==> src/rtl/music_box_pkg.sv <==
// ---------------------------------------------------------------------------
// music_box_pkg
// Shared constants and width helpers for the MusicBox key front end.
//   MB_STATE_W              width of the MusicBox state bus
//   MB_STATE_IDLE           idle state code
//   MB_STATE_PLAY_RECORDING play-recording state code
//   key_idx_w(n)            bits needed for a key index 0..n-1 (min 1)
//   key_cnt_w(n)            bits needed for a key count 0..n (min 1)
// ---------------------------------------------------------------------------
package music_box_pkg;

    localparam int MB_STATE_W = 5;

    localparam logic [MB_STATE_W-1:0] MB_STATE_IDLE           = 5'd0;
    localparam logic [MB_STATE_W-1:0] MB_STATE_PLAY_RECORDING = 5'd4;

    function automatic int key_idx_w(input int n);
        return (n <= 1) ? 1 : $clog2(n);
    endfunction

    function automatic int key_cnt_w(input int n);
        return ($clog2(n + 1) < 1) ? 1 : $clog2(n + 1);
    endfunction

endpackage

==> src/rtl/music_key_channel.sv <==
// ---------------------------------------------------------------------------
// music_key_channel
// One key: two-flop synchroniser, debounce counter and stable pressed bit,
// plus an optional long-press detector (macro MUSIC_KEYS_HOLD_DETECT_EN).
//   clk            system clock
//   rst_n          asynchronous active-low reset
//   key_raw_n      raw key pin, 0 = pressed, asynchronous
//   pressed_next   gated pressed level the top will register this edge
//   pressed_now    gated pressed level currently registered in the top
//   stable_pressed debounced (ungated) pressed bit
//   key_held       long-press flag (constant 0 without the macro)
// ---------------------------------------------------------------------------
module music_key_channel #(
    parameter int DEBOUNCE_CYCLES = 500000,
    parameter int HOLD_CYCLES     = 50000000
) (
    input  logic clk,
    input  logic rst_n,
    input  logic key_raw_n,
    input  logic pressed_next,
    input  logic pressed_now,
    output logic stable_pressed,
    output logic key_held
);

    localparam int DB_W = $clog2(DEBOUNCE_CYCLES + 1);
    localparam logic [DB_W-1:0] DB_LAST = DB_W'(DEBOUNCE_CYCLES - 1);

    logic            sync_meta;
    logic            sync_q;
    logic [DB_W-1:0] db_count;
    logic            synced_pressed;

    assign synced_pressed = ~sync_q;

    // Synchroniser flops rest at 1 so a reset looks like a released key.
    always_ff @(posedge clk or negedge rst_n) begin
        if (!rst_n) begin
            sync_meta <= 1'b1;
            sync_q    <= 1'b1;
        end else begin
            sync_meta <= key_raw_n;
            sync_q    <= sync_meta;
        end
    end

    // The counter only runs while the synced input disagrees with the stable
    // bit; DEBOUNCE_CYCLES consecutive disagreeing cycles flip the stable bit.
    always_ff @(posedge clk or negedge rst_n) begin
        if (!rst_n) begin
            stable_pressed <= 1'b0;
            db_count       <= '0;
        end else if (synced_pressed == stable_pressed) begin
            db_count <= '0;
        end else if (db_count == DB_LAST) begin
            stable_pressed <= synced_pressed;
            db_count       <= '0;
        end else begin
            db_count <= db_count + 1'b1;
        end
    end

`ifdef MUSIC_KEYS_HOLD_DETECT_EN
    localparam int HOLD_W = $clog2(HOLD_CYCLES + 1);
    localparam logic [HOLD_W-1:0] HOLD_LAST = HOLD_W'(HOLD_CYCLES - 1);

    logic [HOLD_W-1:0] hold_count;

    // Counting starts the edge after the output went high, so the flag rises
    // HOLD_CYCLES edges after it; clearing uses the next level so the flag
    // drops on the very edge the output falls.
    always_ff @(posedge clk or negedge rst_n) begin
        if (!rst_n) begin
            hold_count <= '0;
            key_held   <= 1'b0;
        end else if (!pressed_next) begin
            hold_count <= '0;
            key_held   <= 1'b0;
        end else if (pressed_now && !key_held) begin
            if (hold_count == HOLD_LAST) begin
                key_held <= 1'b1;
            end else begin
                hold_count <= hold_count + 1'b1;
            end
        end
    end
`else
    logic unused_hold_inputs;

    assign unused_hold_inputs = pressed_next ^ pressed_now ^ HOLD_CYCLES[0];
    assign key_held           = 1'b0;
`endif

endmodule

==> src/rtl/music_keys_debouncer.sv <==
// ---------------------------------------------------------------------------
// music_keys_debouncer
// Debounced, state-gated music key front end for the frequency generator and
// recorder. Optional long-press detection: define MUSIC_KEYS_HOLD_DETECT_EN.
//   clock_50Mhz      system clock
//   reset_n          asynchronous active-low reset
//   currentState     MusicBox state (selects ENABLE_STATE_MASK bit)
//   input_MusicKey   raw keys, 0 = pressed
//   outputKeyPressed gated debounced level, 1 = pressed
//   keyPressEvent    one-cycle pulse on 0->1 of outputKeyPressed
//   keyReleaseEvent  one-cycle pulse on 1->0 of outputKeyPressed
//   activeKeyIndex   lowest pressed index (0 when none)
//   activeKeyValid   any key pressed
//   numKeysPressed   popcount of outputKeyPressed
//   keyHeld          long-press flags
//   debugString      {press-event cycle count, 3'b0, state, ungated keys}
// ---------------------------------------------------------------------------
module music_keys_debouncer
    import music_box_pkg::*;
#(
    parameter int          NUM_KEYS          = 6,
    parameter int          DEBOUNCE_CYCLES   = 500000,
    parameter logic [31:0] ENABLE_STATE_MASK = (32'd1 << MB_STATE_IDLE) |
                                               (32'd1 << MB_STATE_PLAY_RECORDING),
    parameter int          HOLD_CYCLES       = 50000000
) (
    input  logic                                clock_50Mhz,
    input  logic                                reset_n,
    input  logic [MB_STATE_W-1:0]               currentState,
    input  logic [NUM_KEYS-1:0]                 input_MusicKey,
    output logic [NUM_KEYS-1:0]                 outputKeyPressed,
    output logic [NUM_KEYS-1:0]                 keyPressEvent,
    output logic [NUM_KEYS-1:0]                 keyReleaseEvent,
    output logic [key_idx_w(NUM_KEYS)-1:0]      activeKeyIndex,
    output logic                                activeKeyValid,
    output logic [key_cnt_w(NUM_KEYS)-1:0]      numKeysPressed,
    output logic [NUM_KEYS-1:0]                 keyHeld,
    output logic [31:0]                         debugString
);

    localparam int KEY_IDX_W = key_idx_w(NUM_KEYS);
    localparam int KEY_CNT_W = key_cnt_w(NUM_KEYS);

    logic [NUM_KEYS-1:0]   stable_vec;
    logic [NUM_KEYS-1:0]   out_next;
    logic [NUM_KEYS-1:0]   press_next;
    logic [NUM_KEYS-1:0]   release_next;
    logic                  enabled;
    logic [KEY_IDX_W-1:0]  idx_next;
    logic [KEY_CNT_W-1:0]  cnt_next;
    logic [15:0]           stable_dbg;
    logic [MB_STATE_W-1:0] state_dbg;
    logic [7:0]            press_count;

    for (genvar i = 0; i < NUM_KEYS; i++) begin : g_key
        music_key_channel #(
            .DEBOUNCE_CYCLES (DEBOUNCE_CYCLES),
            .HOLD_CYCLES     (HOLD_CYCLES)
        ) u_channel (
            .clk            (clock_50Mhz),
            .rst_n          (reset_n),
            .key_raw_n      (input_MusicKey[i]),
            .pressed_next   (out_next[i]),
            .pressed_now    (outputKeyPressed[i]),
            .stable_pressed (stable_vec[i]),
            .key_held       (keyHeld[i])
        );
    end

    assign enabled      = ENABLE_STATE_MASK[currentState];
    assign out_next     = stable_vec & {NUM_KEYS{enabled}};
    assign press_next   = out_next & ~outputKeyPressed;
    assign release_next = ~out_next & outputKeyPressed;

    // Summary values are taken from the next output level so they line up
    // with outputKeyPressed after the register.
    always_comb begin
        idx_next = '0;
        cnt_next = '0;
        for (int i = NUM_KEYS - 1; i >= 0; i--) begin
            if (out_next[i]) idx_next = KEY_IDX_W'(i);
        end
        for (int i = 0; i < NUM_KEYS; i++) begin
            cnt_next = cnt_next + KEY_CNT_W'(out_next[i]);
        end
    end

    // Output register; reset clears the level without raising release events.
    always_ff @(posedge clock_50Mhz or negedge reset_n) begin
        if (!reset_n) begin
            outputKeyPressed <= '0;
            keyPressEvent    <= '0;
            keyReleaseEvent  <= '0;
            activeKeyIndex   <= '0;
            activeKeyValid   <= 1'b0;
            numKeysPressed   <= '0;
        end else begin
            outputKeyPressed <= out_next;
            keyPressEvent    <= press_next;
            keyReleaseEvent  <= release_next;
            activeKeyIndex   <= idx_next;
            activeKeyValid   <= |out_next;
            numKeysPressed   <= cnt_next;
        end
    end

    // Debug word is fully registered so it reads 0 during reset.
    always_ff @(posedge clock_50Mhz or negedge reset_n) begin
        if (!reset_n) begin
            stable_dbg  <= '0;
            state_dbg   <= '0;
            press_count <= '0;
        end else begin
            stable_dbg  <= 16'(stable_vec);
            state_dbg   <= currentState;
            press_count <= press_count + 8'(|press_next);
        end
    end

    assign debugString = {press_count, 3'b000, state_dbg, stable_dbg};

endmodule

==> config.mk <==
export PLATFORM = sky130hd
export DESIGN_NAME = music_keys_debouncer
export DESIGN_NICKNAME = d
export VERILOG_FILES = /design/src/rtl/music_box_pkg.sv /design/src/rtl/music_key_channel.sv /design/src/rtl/music_keys_debouncer.sv
export SDC_FILE = /design/constraint.sdc
export NUM_CORES = 1
export LEC_CHECK = 0
export CAP_MARGIN = 0
export CORE_ASPECT_RATIO = 2
export CORE_MARGIN = 4
export CORE_UTILIZATION = 42
export DETAILED_ROUTE_END_ITERATION = 8
export PLACE_DENSITY = 0.72
export REMOVE_ABC_BUFFERS = 1
export SYNTH_ARGS = -nofsm -noshare
export SYNTH_HDL_FRONTEND = slang
export SYNTH_SLANG_ARGS = --single-unit
export TNS_END_PERCENT = 20
==> constraint.sdc <==
create_clock -name clock_50Mhz -period 2.2 [get_ports clock_50Mhz]
set_input_delay 0.44 -clock clock_50Mhz [delete_from_list [all_inputs] [get_ports clock_50Mhz]]
set_output_delay 0.44 -clock clock_50Mhz [all_outputs]
set_load 0.1 [all_outputs]
==> impl_metrics.csv, run 1 <==
group,metric,value,unit
global_route,grt_max_degree,52,
sta,period_needed,2.37,ns
setup_path,r2r_slack,-0.03,ns
power,seq_power_share,0.490,
power,vdd_drop_max,0.477,mV
setup_path,crit_arrival,2.68,ns
floorplanning,io_pins,76,
sta,fin_worst_skew,0.0109,ns
floorplanning,dieArea,0.0215,sq mm
yosys,synth_top_family_by_area,"simple AND/OR/NAND/NOR gates",
detailed_routing,drt-wirelength-per-cell,14.6,um
global_route,first_global_vias,6051,
yosys,synth_area_leaders,"dfrtp_1 51%, xnor2_1 7.5%, nor2_1 4.9%",
yosys,synthMuxAreaShare,0.00625,
detailed_routing,drt_pass1_iterations,4,
setup_path,crit_chain,"buf_8, nor4_4, buf_6, nand2_4, fa_1, inv_1, fa_1, ha_2, fa_1",
setup_path,rr_startpoint,"g_key[1].u_channel.stable_pressed",
setup_path,cp-startpoint,"currentState[0]",
power,power.share.combinational,0.062,
yosys,synth.distinct_cells,50,
yosys,synth_seq_cells,176,
detailed_routing,drt_iter0_markers,245,
finish,n_antenna_cell,0,
power,power_density,703,mW/mm^2
floorplanning,start_util,0.427,
hold_path,hold_class,"in -> reg",
status,failed_checks,"negative setup slack",
power,pwr-share-clk,0.449,
setup_path,startpoint_type,"input port",
yosys,yosysWarnings,0,
yosys,ys.flop_type,"dfrtp_1",
clock_tree,worstSkewPairLatency,0.43,ns
floorplanning,fp-row-count,71,
setup_path,worstPathMaxFanout,5,
setup_path,crit_type,"in -> reg",
setup_path,path_buf_inv,3,
sta,tightest_slew,0.529,ns
sta,rsz0062_at_grt,"yes",
sta,final_max_slew_viol_count,0,
floorplanning,core-area,0.0187,sq mm
setup_path,endpoint_kind,"flip-flop",
detailed_routing,drt-total-wl,16400,um
yosys,post-synth-top-area-cell,"dfrtp_1",
detailed_routing,avgViaCountPerCell,5.11,
sta,post-route-period-util,1.08,
power,p_int,4.96,mW
yosys,synth_top_area_frac,0.513,
yosys,synth_compound_area_frac,0.0567,
yosys,synthesis.instances,759,
power,p_sw,1.83,mW
sta,relSlewSlack,0.647,
finish,finalNonFillerCells,1127,
clock_tree,root_buffer,"clkbuf_16",
yosys,yosys.area_share.xor_xnor,0.0919,
global_route,grt_pass1_wl,28400,um
clock_tree,clock_path_buffers,2,
setup_path,max_stage_delay,0.53,ns
finish,final_common_cell,"dfrtp_1",
yosys,synth_simple_gate_area_share,0.219,
setup_path,crit_family,"adder cells",
setup_path,worstPathRequired,2.51,ns
yosys,synth_fa_ha_area_frac,0.0231,
finish,area.growth.synth_to_final,20.5,%
global_route,track_usage,0.163,
detailed_routing,vias,5757,
sta,fmax,422,MHz
placement,place_hpwl,12100,um
setup_path,slowest_stage,"fa_1",
finish,fillers,1625,
yosys,synth_edf_count,0,
sta,setup_viol,2,
finish,final_util,0.515,
global_route,antenna_found_initial,0,
clock_tree,cts_tree,"yes",
clock_tree,htree_levels,4,
placement,gp_congestion,0.868,
sta,hold_violations,0,
clock_tree,clock_sinks,176,
setup_path,crit_path_frequent_cell,"fa_1",
finish,drive_above_1_share,0.188,
clock_tree,numCtsBuffers,17,
finish,final_nets,885,
power,leakagePower,4.15,nW
yosys,syn_area_per_cell,10.5,sq um
finish,most-common-layout-cells,"164 x dfrtp_1, 104 x nor2_1, 82 x buf_4",
floorplanning,fp.dieH,203,um
yosys,async_flop_share,1.00,
floorplanning,die_w,106,um
sta,worst_slack,-0.172,ns
status,status,"finished, violations left",
hold_path,hp-start,"currentState[0]",
detailed_routing,drc_errors,0,
clock_tree,clk_pin_slew,0.08,ns
placement,port_buffers,56,
yosys,ys_seq_area_frac,0.552,
placement,dp_cells,1088,
global_route,overflow,0,
power,swShare,0.269,
detailed_routing,final_antenna_net_count,0,
job,max_cap_violations,0,
yosys,netlist_area,0.00801,sq mm
sta,hold_ws,0.121,ns
power by group through the flow:
stage | clock network [mW] | logic (mW) | registers (mW)
3_5_place_dp | 0 | 0.414 | 3.38
6_report | 3.05 | 0.418 | 3.32
3_3_place_gp | 0 | 0.411 | 3.38
4_1_cts | 3.12 | 0.420 | 3.32
2_1_floorplan | 0 | 0.220 | 3.42
5_1_grt | 3.26 | 0.452 | 3.33
Yosys cell counts (18+ instances only):
cell type and instances:
xnor2_1 69, nor4_1 22, or4_1 22, nand3_1 35, o21ai_0 18, inv_1 39, nand4_1 20, a21oi_1 31
nand2_1 42, buf_4 26, dfrtp_1 164, nor2_1 104
logic make-up (layout without fill, tap and decap cells):
group / Yosys count / count (layout)
multiplexers: 5 / 5
AO/OA/AOI/OAI: 74 / 74
adder cells (fa/ha/maj): 13 / 13
flip-flops: 176 / 176
AND/OR/NAND/NOR: 329 / 329
other: 1 / 19
XOR/XNOR: 84 / 84
buffers and inverters: 77 / 172
what timing repair did:
action	in CTS	in global routing
hold buffers	1	0
gates resized for setup	23	3
setup endpoints to repair	5	3
buffers inserted	4	2
pin swaps	6	6
endpoints found under the hold margin	40	0
worst register-to-register path: stages, from the launching register on:
cell and delay, ns:
dfrtp_1 0.40, nand2_4 0.07, fa_1 0.53, inv_1 0.05, fa_1 0.44, ha_2 0.20, fa_1 0.43
flip-flops by register name, indices dropped and copies added, names as in the netlist:
register                        flops
keyReleaseEvent                     6
keyPressEvent                       6
state_dbg                           5
g_key.u_channel.sync_meta           6
g_key.u_channel.stable_pressed      6
g_key.u_channel.db_count          114
press_count                         8
activeKeyIndex                      3
stable_dbg                          6
activeKeyValid                      1
numKeysPressed                      3
g_key.u_channel.sync_q              6
outputKeyPressed                    6
metrics by stage:
stage	area, sq um	setup WS, ns	power, mW	setup TNS [ns]
finish	9650	-0.172	6.79	-0.262
global route	9650	-0.236	7.04	-0.394
CTS	9620	-0.233	6.87	-0.379
detailed placement	8940	-1.05	3.80	-5.41
global placement	8940	-1.06	3.79	-5.17
floorplan	7820	-0.861	3.64	-2.21
final cells by class:
| class | instances | area, sq um | share of cell area |
|---|---|---|---|
| inverters | 39 | 146 | 0.0152 |
| multi-input cells | 524 | 3280 | 0.340 |
| clock inverters | 14 | 178 | 0.0184 |
| flip-flops and latches | 176 | 4420 | 0.458 |
| well taps | 255 | 319 | 0.0331 |
| repair buffers | 101 | 861 | 0.0892 |
| clock buffers | 18 | 439 | 0.0455 |
worst paths after layout:
path | endpoint | cells past startpoint
min reg2reg | g_key[3].u_channel.sync_q | 0
max | numKeysPressed[1] | 9
min in group asynchronous | g_key[3].u_channel.db_count[16] | 2
max in group asynchronous | g_key[4].u_channel.sync_q | 3
min | state_dbg[0] | 1
max reg2reg | numKeysPressed[1] | 6
layer usage:
layer / GRT usage / wire (um) / vias up
met4: 0.0667 / 401 / 0
met1: 0.174 / 6210 / 2856
met2: 0.299 / 9020 / 97
met5: 0 / 0 / -
met3: 0.0453 / 804 / 20
li1: - / - / 2784
Power figures use the tool's default switching activity.
==> run 2, diff against run 1 <==
--- a/config.mk
+++ b/config.mk
@@ -8,9 +8,9 @@
 export CAP_MARGIN = 0
 export CORE_ASPECT_RATIO = 2
 export CORE_MARGIN = 4
-export CORE_UTILIZATION = 42
+export CORE_UTILIZATION = 50
 export DETAILED_ROUTE_END_ITERATION = 8
-export PLACE_DENSITY = 0.72
+export PLACE_DENSITY = 0.82
 export REMOVE_ABC_BUFFERS = 1
 export SYNTH_ARGS = -nofsm -noshare
 export SYNTH_HDL_FRONTEND = slang
==> impl_metrics.csv, run 2 (synthesis gave the netlist of run 1 again) <==
group,metric,value,unit
floorplanning,fp.dieH,187,um
sta,post-route-period-util,1.09,
power,seq_power_share,0.501,
placement,gp_congestion,0.889,
detailed_routing,drt-wirelength-per-cell,15.8,um
finish,final_common_cell,"dfrtp_1",
setup_path,worstPathMaxFanout,5,
detailed_routing,vias,5885,
floorplanning,io_pins,76,
setup_path,crit_arrival,2.71,ns
sta,fmax,416,MHz
power,leakagePower,4.12,nW
detailed_routing,drc_errors,0,
clock_tree,root_buffer,"clkbuf_16",
setup_path,crit_family,"adder cells",
clock_tree,htree_levels,4,
sta,tightest_slew,0.520,ns
setup_path,startpoint_type,"input port",
placement,place_hpwl,12000,um
global_route,track_usage,0.195,
global_route,grt_pass1_wl,29000,um
detailed_routing,drt_iter0_markers,150,
sta,period_needed,2.40,ns
setup_path,worstPathRequired,2.51,ns
placement,port_buffers,56,
status,status,"finished, violations left",
power,vdd_drop_max,0.617,mV
sta,relSlewSlack,0.653,
global_route,overflow,0,
clock_tree,clk_pin_slew,0.07,ns
sta,setup_viol,2,
setup_path,path_buf_inv,3,
detailed_routing,drt_pass1_iterations,5,
detailed_routing,drt-total-wl,17000,um
sta,fin_worst_skew,0.0104,ns
floorplanning,start_util,0.507,
power,p_int,4.97,mW
finish,final_nets,885,
clock_tree,clock_sinks,176,
clock_tree,numCtsBuffers,17,
floorplanning,fp-row-count,65,
finish,most-common-layout-cells,"164 x dfrtp_1, 104 x nor2_1, 81 x buf_4",
clock_tree,clock_path_buffers,2,
floorplanning,die_w,97.5,um
global_route,first_global_vias,6099,
setup_path,crit_type,"in -> reg",
global_route,grt_max_degree,54,
finish,top_regs,"g_key.u_channel.db_count x114, press_count x8",
hold_path,hold_class,"in -> reg",
power,pwr-share-clk,0.436,
clock_tree,worstSkewPairLatency,0.43,ns
floorplanning,dieArea,0.0182,sq mm
setup_path,crit_path_frequent_cell,"fa_1",
finish,largest_reg_flops,114,
setup_path,max_stage_delay,0.55,ns
sta,hold_violations,0,
sta,tns,-0.341,ns
sta,rsz0062_at_grt,"yes",
global_route,antenna_found_initial,0,
sta,hold_ws,0.174,ns
power,p_sw,1.68,mW
finish,area.growth.synth_to_final,19.2,%
detailed_routing,final_antenna_net_count,0,
setup_path,slowest_stage,"fa_1",
setup_path,endpoint_kind,"flip-flop",
clock_tree,cts_tree,"yes",
power,power_density,697,mW/mm^2
status,failed_checks,"negative setup slack",
finish,n_antenna_cell,0,
sta,final_max_slew_viol_count,0,
sta,worst_slack,-0.204,ns
floorplanning,core-area,0.0158,sq mm
power,swShare,0.253,
job,max_cap_violations,0,
finish,top_register,"g_key.u_channel.db_count",
detailed_routing,avgViaCountPerCell,5.48,
setup_path,crit_chain,"buf_6, nor4_4, buf_6, nand2_4, fa_1, inv_2, fa_1, ha_2, fa_1",
power,power.share.combinational,0.064,
finish,drive_above_1_share,0.188,
finish,fillers,1246,
==> run 2: changes by cell type in the layout (fill, tap and decap cells not counted), sizes merged <==
| cell | previous run | this run |
|---|---|---|
| clkinv | 6 | 1 |
| bufinv | 0 | 1 |
| inv | 47 | 46 |
| clkinvlp | 0 | 4 |
| clkbuf | 18 | 19 |
==> run 2: repair_timing <==
action | CTS | global route
gates resized for setup | 26 | 2
hold buffers | 1 | 0
setup endpoints to repair | 6 | 3
hold endpoints to repair | 40 | 0
setup buffers | 3 | 2
pin swaps | 6 | 6
==> run 2: layout make-up <==
type / instances / area (sq um) / share of cell area
clock buffer: 19 / 433 / 0.0454
clock inverter: 13 / 129 / 0.0135
inverter: 39 / 146 / 0.0153
multi-input combinational: 524 / 3290 / 0.345
sequential: 176 / 4420 / 0.463
tap: 201 / 251 / 0.0264
timing repair buffer: 101 / 873 / 0.0916
==> run 2: power by group through the flow <==
stage	combinational [mW]	sequential [mW]	clock [mW]
2_1_floorplan	0.220	3.42	0
4_1_cts	0.428	3.33	2.95
5_1_grt	0.457	3.33	3.10
3_3_place_gp	0.412	3.38	0
6_report	0.423	3.33	2.90
3_5_place_dp	0.419	3.39	0
==> run 2: per-layer routing <==
layer / up-vias / wire, um / global-route usage
li1: 2782 / - / -
met1: 2945 / 6340 / 0.210
met2: 131 / 9580 / 0.360
met3: 27 / 692 / 0.0422
met4: 0 / 387 / 0.0859
met5: - / 0 / 0
==> run 2: stage by stage <==
| step | area (sq um) | power, mW | instances | setup WS [ns] | utilization |
|---|---|---|---|---|---|
| 3_5_place_dp | 8890 | 3.81 | 1035 | -1.11 | 0.563 |
| 6_report | 9540 | 6.65 | 1073 | -0.204 | 0.605 |
| 2_1_floorplan | 7820 | 3.64 | 739 | -0.861 | - |
| 5_1_grt | 9540 | 6.89 | 1073 | -0.240 | 0.605 |
| 3_3_place_gp | 8890 | 3.80 | 1035 | -1.04 | 0.563 |
| 4_1_cts | 9520 | 6.71 | 1071 | -0.286 | 0.603 |
==> run 2: final timing paths <==
kind / start / to / slack, ns / depth (start not counted)
setup / recovery: currentState[0] / numKeysPressed[1] / -0.20 / 9
hold / removal: currentState[1] / state_dbg[1] / 0.17 / 1
setup reg to reg: g_key[1].u_channel.stable_pressed / numKeysPressed[1] / -0.07 / 6
hold reg to reg: g_key[5].u_channel.sync_meta / g_key[5].u_channel.sync_q / 0.36 / 0
max in group asynchronous: reset_n / g_key[3].u_channel.sync_q / 0.96 / 3
min in group asynchronous: reset_n / g_key[3].u_channel.db_count[17] / 0.53 / 2
==> run 3, diff against run 2 <==
--- a/config.mk
+++ b/config.mk
@@ -8,9 +8,9 @@
 export CAP_MARGIN = 0
 export CORE_ASPECT_RATIO = 2
 export CORE_MARGIN = 4
-export CORE_UTILIZATION = 50
+export CORE_UTILIZATION = 52
 export DETAILED_ROUTE_END_ITERATION = 8
-export PLACE_DENSITY = 0.82
+export PLACE_DENSITY = 0.84
 export REMOVE_ABC_BUFFERS = 1
 export SYNTH_ARGS = -nofsm -noshare
 export SYNTH_HDL_FRONTEND = slang
==> impl_metrics.csv, run 3 (synthesis gave the netlist of run 1 again) <==
group,metric,value,unit
floorplanning,start_util,0.535,
setup_path,slowest_stage,"fa_1",
sta,setup_viol,2,
status,failed_checks,"negative setup slack",
sta,rsz0062_at_grt,"yes",
floorplanning,fp-row-count,63,
finish,finalNonFillerCells,1063,
sta,hold_violations,0,
detailed_routing,avgViaCountPerCell,5.56,
detailed_routing,drt-wirelength-per-cell,16.1,um
placement,dp_cells,1028,
setup_path,worstPathRequired,2.50,ns
clock_tree,root_buffer,"clkbuf_16",
floorplanning,io_pins,76,
finish,largest_reg_flops,114,
global_route,track_usage,0.211,
placement,place_hpwl,11900,um
setup_path,path_buf_inv,3,
power,vdd_drop_max,0.571,mV
sta,post-route-period-util,1.11,
detailed_routing,drc_errors,0,
global_route,overflow,0,
setup_path,worstPathMaxFanout,6,
finish,top_regs,"g_key.u_channel.db_count x114, press_count x8",
finish,final_util,0.635,
detailed_routing,drt_iter0_markers,295,
clock_tree,worstSkewPairLatency,0.43,ns
finish,area.growth.synth_to_final,18.7,%
floorplanning,fp.dieH,183,um
sta,period_needed,2.44,ns
setup_path,crit_type,"in -> reg",
setup_path,crit_family,"adder cells",
setup_path,max_stage_delay,0.54,ns
placement,port_buffers,56,
setup_path,crit_arrival,2.74,ns
sta,final_max_slew_viol_count,0,
setup_path,endpoint_kind,"flip-flop",
global_route,antenna_found_initial,0,
status,status,"finished, violations left",
detailed_routing,vias,5908,
clock_tree,cts_tree,"yes",
sta,tns,-0.398,ns
setup_path,startpoint_type,"input port",
finish,final_common_cell,"dfrtp_1",
clock_tree,clk_pin_slew,0.07,ns
finish,final_nets,881,
finish,top_register,"g_key.u_channel.db_count",
global_route,grt_max_degree,52,
sta,fmax,410,MHz
job,max_cap_violations,0,
power,power_density,711,mW/mm^2
floorplanning,die_w,95.7,um
sta,worst_slack,-0.237,ns
hold_path,hold_class,"in -> reg",
global_route,first_global_vias,6173,
detailed_routing,drt_pass1_iterations,4,
power,leakagePower,4.11,nW
setup_path,crit_path_frequent_cell,"fa_1",
floorplanning,core-area,0.0150,sq mm
finish,most-common-layout-cells,"164 x dfrtp_1, 104 x nor2_1, 79 x buf_4",
clock_tree,clock_sinks,176,
floorplanning,dieArea,0.0176,sq mm
global_route,grt_pass1_wl,29200,um
detailed_routing,drt-total-wl,17100,um
placement,pre_cts_ws,-1.16,ns
finish,n_antenna_cell,0,
clock_tree,htree_levels,4,
clock_tree,numCtsBuffers,17,
power,power,6.75,mW
sta,fin_worst_skew,0.0103,ns
setup_path,crit_chain,"buf_8, nor4_4, buf_6, nand2_4, fa_1, inv_1, fa_1, ha_2, fa_1",
placement,gp_congestion,0.864,
clock_tree,clock_path_buffers,2,
detailed_routing,final_antenna_net_count,0,
finish,drive_above_1_share,0.184,
-- run 3: path summary, 6_finish.rpt --
| check | startpoint | to | slack, ns | cells past startpoint |
|---|---|---|---|---|
| max | currentState[0] | numKeysPressed[1] | -0.24 | 9 |
| min | currentState[0] | state_dbg[0] | 0.12 | 1 |
| max reg2reg | g_key[0].u_channel.stable_pressed | numKeysPressed[1] | -0.07 | 6 |
| min reg2reg | g_key[3].u_channel.sync_meta | g_key[3].u_channel.sync_q | 0.36 | 0 |
| max in group asynchronous | reset_n | g_key[0].u_channel.sync_meta | 0.96 | 3 |
| min in group asynchronous | reset_n | g_key[3].u_channel.db_count[9] | 0.52 | 2 |
-- run 3: through the flow --
step | cell area [sq um] | hold WS (ns)
final | 9510 | 0.118
after global routing | 9510 | 0.106
after CTS | 9490 | 0.111
after detailed placement | 8850 | 0.348
after global placement | 8850 | 0.346
after floorplan | 7820 | 0.144
-- run 3: power breakdown --
part / internal [mW] / switching, mW / leakage [nW] / total (mW)
sequential: 3.29 / 0.0404 / 2.39 / 3.33
clock: 1.70 / 1.31 / 0.282 / 3.01
combinational: 0.0893 / 0.325 / 1.44 / 0.415
total: 5.08 / 1.68 / 4.11 / 6.75
-- run 3: final cells by class --
type	count	area (sq um)
fillers	1173	5470
flip-flops and latches	176	4420
multi-input cells	524	3290
repair buffers	97	818
clock buffers	19	433
well taps	195	244
clock inverters	13	153
inverters	39	146
-- run 3: per-layer routing --
layer / routed length, um / vias up / part of all wire / GRT usage
met5: 0 / - / 0 / 0
met2: 9580 / 140 / 0.56 / 0.380
met1: 6310 / 2964 / 0.37 / 0.234
met4: 444 / 0 / 0.026 / 0.0924
li1: - / 2776 / - / -
met3: 801 / 28 / 0.047 / 0.0426
-- run 3: worst reg2reg max path, delay by kind of cell, from the launching register on --
kind	cells	cell delay (ns)
adders and majority gates	4	1.61
DFF	1	0.41
and+or+nand+nor	1	0.07
buffers and inverters	1	0.05
-- run 3: timing repair --
action                                 in CTS  in global routing
resized for setup                          23                  5
setup endpoints to repair                   4                  4
hold buffers                                1                  0
buffers inserted                            2                  0
endpoints found under the hold margin      45                  0
pin swaps                                   6                  5
